## src/rtl/frame_stream_source.sv

```systemverilog
// frame_stream_source: sends crop coordinates, then streams one frame from memory over AXI-stream.
module frame_stream_source #(
    parameter int PIXEL_BIT_WIDTH  = 16,
    parameter int IN_ROWS          = 100,
    parameter int IN_COLS          = 160,
    parameter int IMG_ROW_BITWIDTH = 10,
    parameter int IMG_COL_BITWIDTH = 10,
    parameter int ADDR_WIDTH       = 15
) (
    input  logic                        ap_clk,
    input  logic                        ap_rst_n,
    input  logic                        ap_start,
    output logic                        ap_done,
    output logic                        ap_ready,
    output logic                        ap_idle,
    input  logic [IMG_ROW_BITWIDTH-1:0] crop_y1_cfg,
    input  logic [IMG_COL_BITWIDTH-1:0] crop_x1_cfg,
    output logic                        mem_rd_en,
    output logic [ADDR_WIDTH-1:0]       mem_addr,
    input  logic [PIXEL_BIT_WIDTH-1:0]  mem_rdata,
    output logic [IMG_ROW_BITWIDTH-1:0] crop_Y1_TDATA,
    output logic                        crop_Y1_TVALID,
    input  logic                        crop_Y1_TREADY,
    output logic [IMG_COL_BITWIDTH-1:0] crop_X1_TDATA,
    output logic                        crop_X1_TVALID,
    input  logic                        crop_X1_TREADY,
    output logic [PIXEL_BIT_WIDTH-1:0]  img_input_TDATA,
    output logic                        img_input_TVALID,
    input  logic                        img_input_TREADY
);
    localparam int NPIX = IN_ROWS * IN_COLS;
    localparam int CW   = $clog2(NPIX + 1);

    typedef enum logic [1:0] {IDLE, COORD, STREAM, DONE} state_t;

    state_t                     state, state_nxt;
    logic [CW-1:0]              rd_cnt, pix_cnt;
    logic [1:0]                 fifo_cnt;
    logic [PIXEL_BIT_WIDTH-1:0] fifo_q0, fifo_q1;
    logic                       in_flight, y_hs, x_hs, pix_hs, coord_done, last_pix, start_frame;

    assign start_frame      = (state == IDLE) && ap_start;
    assign y_hs             = crop_Y1_TVALID && crop_Y1_TREADY;
    assign x_hs             = crop_X1_TVALID && crop_X1_TREADY;
    assign coord_done       = (!crop_Y1_TVALID || crop_Y1_TREADY) && (!crop_X1_TVALID || crop_X1_TREADY);
    assign img_input_TVALID = fifo_cnt != 2'd0;
    assign img_input_TDATA  = fifo_q0;
    assign pix_hs           = img_input_TVALID && img_input_TREADY;
    assign last_pix         = pix_hs && (pix_cnt == CW'(NPIX - 1));
    assign mem_addr         = ADDR_WIDTH'(rd_cnt);
    // A pop in this cycle frees its slot, so a read can be issued alongside it for 1 pixel/cycle.
    assign mem_rd_en        = (state == STREAM) && (rd_cnt < CW'(NPIX)) &&
                              (({1'b0, fifo_cnt} + {2'b0, in_flight} - {2'b0, pix_hs}) < 3'd2);

    always_ff @(posedge ap_clk or negedge ap_rst_n) begin
        if (!ap_rst_n) state <= IDLE;
        else           state <= state_nxt;
    end

    always_comb begin
        state_nxt = state;
        ap_idle   = 1'b0;
        ap_done   = 1'b0;
        ap_ready  = 1'b0;
        case (state)
            IDLE: begin
                ap_idle = 1'b1;
                if (ap_start) state_nxt = COORD;
            end
            COORD:  if (coord_done) state_nxt = STREAM;
            STREAM: if (last_pix) state_nxt = DONE;
            DONE: begin
                ap_done   = 1'b1;
                ap_ready  = 1'b1;
                state_nxt = IDLE;
            end
        endcase
    end

    always_ff @(posedge ap_clk or negedge ap_rst_n) begin
        if (!ap_rst_n) begin
            crop_Y1_TDATA  <= '0;
            crop_X1_TDATA  <= '0;
            crop_Y1_TVALID <= 1'b0;
            crop_X1_TVALID <= 1'b0;
            rd_cnt         <= '0;
            pix_cnt        <= '0;
        end else if (start_frame) begin
            crop_Y1_TDATA  <= crop_y1_cfg;
            crop_X1_TDATA  <= crop_x1_cfg;
            crop_Y1_TVALID <= 1'b1;
            crop_X1_TVALID <= 1'b1;
            rd_cnt         <= '0;
            pix_cnt        <= '0;
        end else begin
            if (y_hs) crop_Y1_TVALID <= 1'b0;
            if (x_hs) crop_X1_TVALID <= 1'b0;
            if (mem_rd_en) rd_cnt <= rd_cnt + 1'b1;
            if (pix_hs) pix_cnt <= pix_cnt + 1'b1;
        end
    end

    // Read data lands one cycle after mem_rd_en; q0 is the head, q1 the second entry.
    always_ff @(posedge ap_clk or negedge ap_rst_n) begin
        if (!ap_rst_n) begin
            in_flight <= 1'b0;
            fifo_cnt  <= 2'd0;
            fifo_q0   <= '0;
            fifo_q1   <= '0;
        end else begin
            in_flight <= mem_rd_en;
            fifo_cnt  <= fifo_cnt + {1'b0, in_flight} - {1'b0, pix_hs};
            if ((pix_hs && fifo_cnt == 2'd2) || (in_flight && fifo_cnt == {1'b0, pix_hs}))
                fifo_q0 <= (fifo_cnt == 2'd2) ? fifo_q1 : mem_rdata;
            if (in_flight && fifo_cnt == (pix_hs ? 2'd2 : 2'd1))
                fifo_q1 <= mem_rdata;
        end
    end
endmodule
```

## config.mk

```make
export PLATFORM = sky130hd
export DESIGN_NAME = frame_stream_source
export DESIGN_NICKNAME = d
export VERILOG_FILES = /design/src/rtl/frame_stream_source.sv
export SDC_FILE = /design/constraint.sdc
export NUM_CORES = 1
export LEC_CHECK = 0
export BUFFER_PORTS_ARGS = -buffer_cell sky130_fd_sc_hd__buf_2
export CORE_MARGIN = 2
export CORE_UTILIZATION = 50
export DETAILED_ROUTE_END_ITERATION = 10
export PLACE_DENSITY = 0.76
export SLEW_MARGIN = 10
export SYNTH_ARGS = -nofsm -noshare
export SYNTH_HDL_FRONTEND = slang
export SYNTH_SLANG_ARGS = --single-unit
```

## constraint.sdc

```tcl
create_clock -name ap_clk -period 5.35 [get_ports ap_clk]
set_clock_uncertainty 0.05 [all_clocks]
set_input_delay 0.2675 -clock ap_clk [delete_from_list [all_inputs] [get_ports ap_clk]]
set_output_delay 0.2675 -clock ap_clk [all_outputs]
set_load 0.1 [all_outputs]
```

# [Word-level counts from Yosys, hierarchy flattened]
# Index checks and enable logic that the tools add are counted.
# Widths: inputs -> output; s select.
[op_classes] add_sub_neg=6 order_cmp=2 eq_ne=10 muxes=16 n_reduce_logical=23
[op_table] cell="$mux 14" n=4
[op_table] cell="$add 14x1->14 const B" n=2
[op_table] cell="$mux 16" n=1
[op_table] cell="$eq 14x14->1 const B" n=1
[op_table] cell="$lt 14x14->1 const B" n=1
[op_table] cell="$logic_and 1x1->1" n=11
[op_table] cell="$reduce_bool 2->1" n=5
[op_table] cell="$mux 2" n=4
[op_table] cell="$pmux 2 s4" n=1
[op_table] cell="$eq 2x2->1 const B" n=3
[op_table] cell="$mux 1" n=6
[op_table] cell="$ne 2x2->1 const B" n=3
[op_table] cell="$add 2x1->3" n=1
[op_table] cell="$logic_or 1x1->1" n=3
[op_table] cell="$lt 3x2->1 const B" n=1
[op_table] cell="$reduce_and 3->1" n=1
[op_table] cell="$sub 3x1->3" n=1
[op_table] cell="$add 2x1->2" n=1
[op_table] cell="$eq 2x1->1" n=1
[op_table] cell="$eq 2x1->1 const B" n=1
[op_table] cell="$eq 2x2->1" n=1
[op_table] cell="$logic_not 1->1" n=2
[op_table] cell="$logic_not 2->1" n=1
[op_table] cell="$sub 2x1->2" n=1
[word_totals] reg_bits=87 in_bits=42 output_inout_bits=58 word_cells=68

# [Depth between registers and ports, before layout]
[logic_depth] ltp_word=7 depth_mapped=13 ltp_nobuf=10

# [Worst setup path after synthesis]
# No wires, ideal clock.
[synth_timing] path_type="reg-to-reg" startpoint="register fifo_cnt[1]" endpoint="register rd_cnt[4]" setup_ps=74 arrival_ps=3569 t_required_ps=5226 path_slack_ps=1657 stages_incl_launch_ff=14 n_path_buf=3 synth_period_minus_slack_ps=3693 cell_sequence="dfrtp_1 buf_4 o21a_1 buf_6 ha_1 inv_1 ha_1 fa_1 nor2b_1 o211a_1 clkbuf_1 nand4_1 xor2_1 nor2_1"
[synth_via] elab_chain_len=6 elab_cells_between_ends=7 classes_between="2 x add/sub; 1 x order compare; 4 x reduce/logical"
[synth_lines] element="start: declaration" line_no="38" rtl="logic [1:0] fifo_cnt;"
[synth_lines] element="start signal: assignment" line_no="112" rtl="fifo_cnt <= fifo_cnt + {1'b0, in_flight} - {1'b0, pix_hs};"
[synth_lines] element="branches (longest 2 deep; another with $add 2x1->3)"
[synth_lines] element="$sub 3x1->3 (*)" line_no="53" rtl="(({1'b0, fifo_cnt} + {2'b0, in_flight} - {2'b0, pix_hs}) < 3'd2);"
[synth_lines] element="$lt 3x2->1 (*)" line_no="53"
[synth_lines] element="$logic_and 1x1->1 (*)" line_no="52" rtl="assign mem_rd_en = (state == STREAM) && (rd_cnt < CW'(NPIX)) &&"
[synth_lines] element="via mem_rd_en" line_no="18" rtl="output logic mem_rd_en,"
[synth_lines] element="$reduce_bool 2->1 (no source line) (*)"
[synth_lines] element="end signal: assignment" line_no="98" rtl="if (mem_rd_en) rd_cnt <= rd_cnt + 1'b1;"
[synth_lines] element="end: declaration" line_no="37" rtl="logic [CW-1:0] rd_cnt, pix_cnt;"
# Mark *: on every way through the listed nets, which the timed path passes.
# A chain may end at the register's enable or synchronous reset.

# [Final worst setup path]
[layout_timing] startpoint="register fifo_cnt[0]" endpoint="output mem_rd_en"
[layout_via] elab_chain_len=5 elab_cells_between_ends=6 classes_between="2 x add/sub; 1 x order compare; 3 x reduce/logical"
[layout_lines] element="branches (longest 2 deep; another with $add 2x1->3)"
[layout_lines] element="$sub 3x1->3 (*)" line_no="53"
[layout_lines] element="$lt 3x2->1 (*)" line_no="53"
[layout_lines] element="$logic_and 1x1->1 (*)" line_no="52"
[layout_lines] element="end: declaration" line_no="18"
# Every way passes the cells marked *.

==> summary.txt <==
Run status
  – Outcome: finished, final reports clean

Routing
  – Post-route ant nets: 0
  – DR pass1 iterations: 4
  – Drt initial violations: 141
  – Wire length per cell: 13.83 um
  – Post-Route WL: 8010 um
  – Via count: ~3000
  – DR WL met2: 3848 um
  – Met3 Routed Length: 395 um
  – Average via count per standard cell: 5.140
  – Uppermost layer routed: met4
  – DRC: 0
  – Wl on met1: 3670 um

Floorplanning
  – Initial core utilization: approximately half
  – Core area: 7647 sq um
  – Width of the die: 92.39 um
  – Standard-cell rows: 32
  – Die Area: 8536 sq um
  – Ports: 100
  – Die height: 92.39 um

Finish
  – Ant. Diodes: 0
  – Final Core Density: between 60% and 70%
  – Synthesis-to-layout area growth: 19.73%
  – Ratio of cells with drive above 1 in the final layout: 28.30%
  – Filler cell count: 651
  – Final #Nets: 523
  – Final Instance Area: 4677 sq um

Timing
  – Min Hold Slack: just under 0.05 ns
  – Setup Viol. Count Final: 0
  – Final hold violation count: 0
  – Min Clock Period, post-route: around 3.5 ns
  – Unrepaired setup endpoints after global routing: no
  – Sum Neg Setup Slack: 0 ns
  – Worst slew margin: a little over a fifth
  – Slew of the pin with the lowest slew margin: 1.187 ns
  – Count of pins over their slew limit: 0
  – Fmax: roughly 280 MHz
  – Crit share post-route: 65.83%

Synth
  – YS warnings: 0
  – Main synth FF type: dfrtp_1
  – Post-synth cell types: 41
  – Synthesized net count: 429
  – Post-synth EDFFs: 0
  – Seq cells post-synth: 87
  – Synthesized cell area: 3906 sq um
  – Syn Inst Count: around 380
  – Syn avg cell area: 10.33 sq um
  – Sequential share of the synthesized area: 55.73%
  – Post-synth ARST share: 100.0%

Global route
  – Gr usage total: 19.66%
  – Vias in the first global route: between 2000 and 3000
  – First-pass GRT wire length: 13480 um
  – Number of antenna violations at the first check in global routing: 0
  – Largest net degree at the start of global routing: a little under 90
  – Remaining global-route overflow: 0

Clock tree
  – CTS tree: yes
  – Clock Latency Late Sink: 0.35 ns
  – Root Driver: clkbuf_8
  – # hold bufs at CTS: 0
  – Worst-path clk slew: 0.09 ns
  – Maximum root-to-sink buffer count: 2
  – Clock Sinks: 87
  – Post-CTS Setup Repair Bufs: 0
  – CTS Buf Count: 9
  – H-tree depth: 3
  – Cells resized by post-CTS repair: 0

Place
  – Placed instance area: 4463 sq um
  – Routability cong.: 0.7632
  – Post-DP HPWL: 5617 um
  – Port bufs: 98

Critical path
  – Startpoint types: flop
  – Critical Path End Type: primary output
  – WP data arrival: 3.20 ns
  – Worst EP required: 5.03 ns
  – Worst-path fanout max: 8
  – Critical path class: flop to primary output

Hold path
  – Min-Delay Path Class: input port to flop

Run
  – Max-cap violations: 0
## synthesized netlist by cell type, drive strengths merged (7+ instances only)
library cell | number | area (sq um)
ha | 8 | 100.1
buf | 8 | 51.30
o21ai | 7 | 35.03
xnor2 | 11 | 96.34
mux2 | 17 | 191.4
dfrtp | 87 | 2177
clkbuf | 9 | 33.78
nand2 | 78 | 292.8
a21oi | 24 | 120.1
nor3 | 7 | 35.03
nor2 | 42 | 157.7
inv | 10 | 37.54
mux2i | 17 | 170.2
xor2 | 9 | 78.83
## path summary, 6_finish.rpt
| check | depth (start not counted) | endpoint | slack, ns | startpoint |
|---|---|---|---|---|
| max | 8 | mem_rd_en | 1.83 | fifo_cnt[0]$_DFF_PN0_ |
| min | 3 | crop_Y1_TDATA[5]$_DFFE_PN0P_ | 0.05 | crop_y1_cfg[5] |
| max reg2reg | 9 | rd_cnt[7]$_DFFE_PN0P_ | 2.36 | fifo_cnt[0]$_DFF_PN0_ |
| min in group asynchronous | 1 | img_input_TDATA[10]$_DFFE_PN0P_ | 0.06 | ap_rst_n |
| min reg2reg | 2 | crop_X1_TDATA[6]$_DFFE_PN0P_ | 0.43 | crop_X1_TDATA[6]$_DFFE_PN0P_ |
| max in group asynchronous | 1 | rd_cnt[9]$_DFFE_PN0P_ | 4.51 | ap_rst_n |
## registers in the layout, summed over array words and instances (netlist names)
name	cells
in_flight	1
state	2
crop_X1_TVALID	1
crop_Y1_TDATA	10
crop_Y1_TVALID	1
img_input_TDATA	16
rd_cnt	14
fifo_cnt	2
pix_cnt	14
crop_X1_TDATA	10
fifo_q1	16
## cell type report
type	instances	area (sq um)	share of cell area, %
sequential	87	2177	46.55
multi-input combinational	264	1613	34.48
timing repair buffer	100	508.0	10.86
clock buffer	11	131.4	2.809
tap	102	127.6	2.729
clock inverter	5	82.58	1.766
inverter	10	37.54	0.8026
## kinds of logic (layout without fill, tap and decap cells)
family	after synthesis	after routing	share of synthesized area (%)
other cells	1	1	0.09600
flops	87	87	55.73
buf+inv	27	126	3.139
fa+ha+maj	9	9	3.075
simple gates	160	160	18.16
mux	34	34	9.257
compound gates	40	40	6.054
xor+xnor	20	20	4.484
## per-stage QoR
step	instances	setup slack [ns]
finish	579	1.828
floorplan	378	1.657
global placement	563	2.303
global route	579	1.667
detailed placement	563	2.216
CTS	579	1.815
## cells in the final DEF, fill, tap and decap left out, types with 2 or more instances in the layout
cell type	count
buf_2	97
clkbuf_8	9
nor3_1	7
nand2_1	78
buf_4	3
xor2_1	9
or3_1	6
clkinv_4	2
nand3_1	4
nor2_1	41
inv_1	10
xnor2_1	11
nand2b_1	3
and4_1	2
mux2i_1	17
ha_1	8
nor2b_1	3
a21oi_1	24
o211ai_1	2
mux2_2	16
o21ai_0	5
nand4_1	5
and3_1	5
dfrtp_1	87
clkbuf_1	2
bufinv_16	2
## layer usage
metal / up-vias / global-route usage, %
met3: 8 / 4.150
met4: 0 / 7.711
met5: - / 0
li1: 1446 / -
met1: 1456 / 26.15
met2: 66 / 31.69
## critical path, stage by stage, from the launching register on
cell	delay, ns
dfrtp_1	0.47
o21a_1	0.33
ha_1	0.32
inv_1	0.04
ha_1	0.19
fa_1	0.46
nor2b_1	0.24
o211a_1	0.33
buf_2	0.47
Power is not shown: default switching activity piles up to over one toggle a cycle in this logic, so the estimate is an artifact.
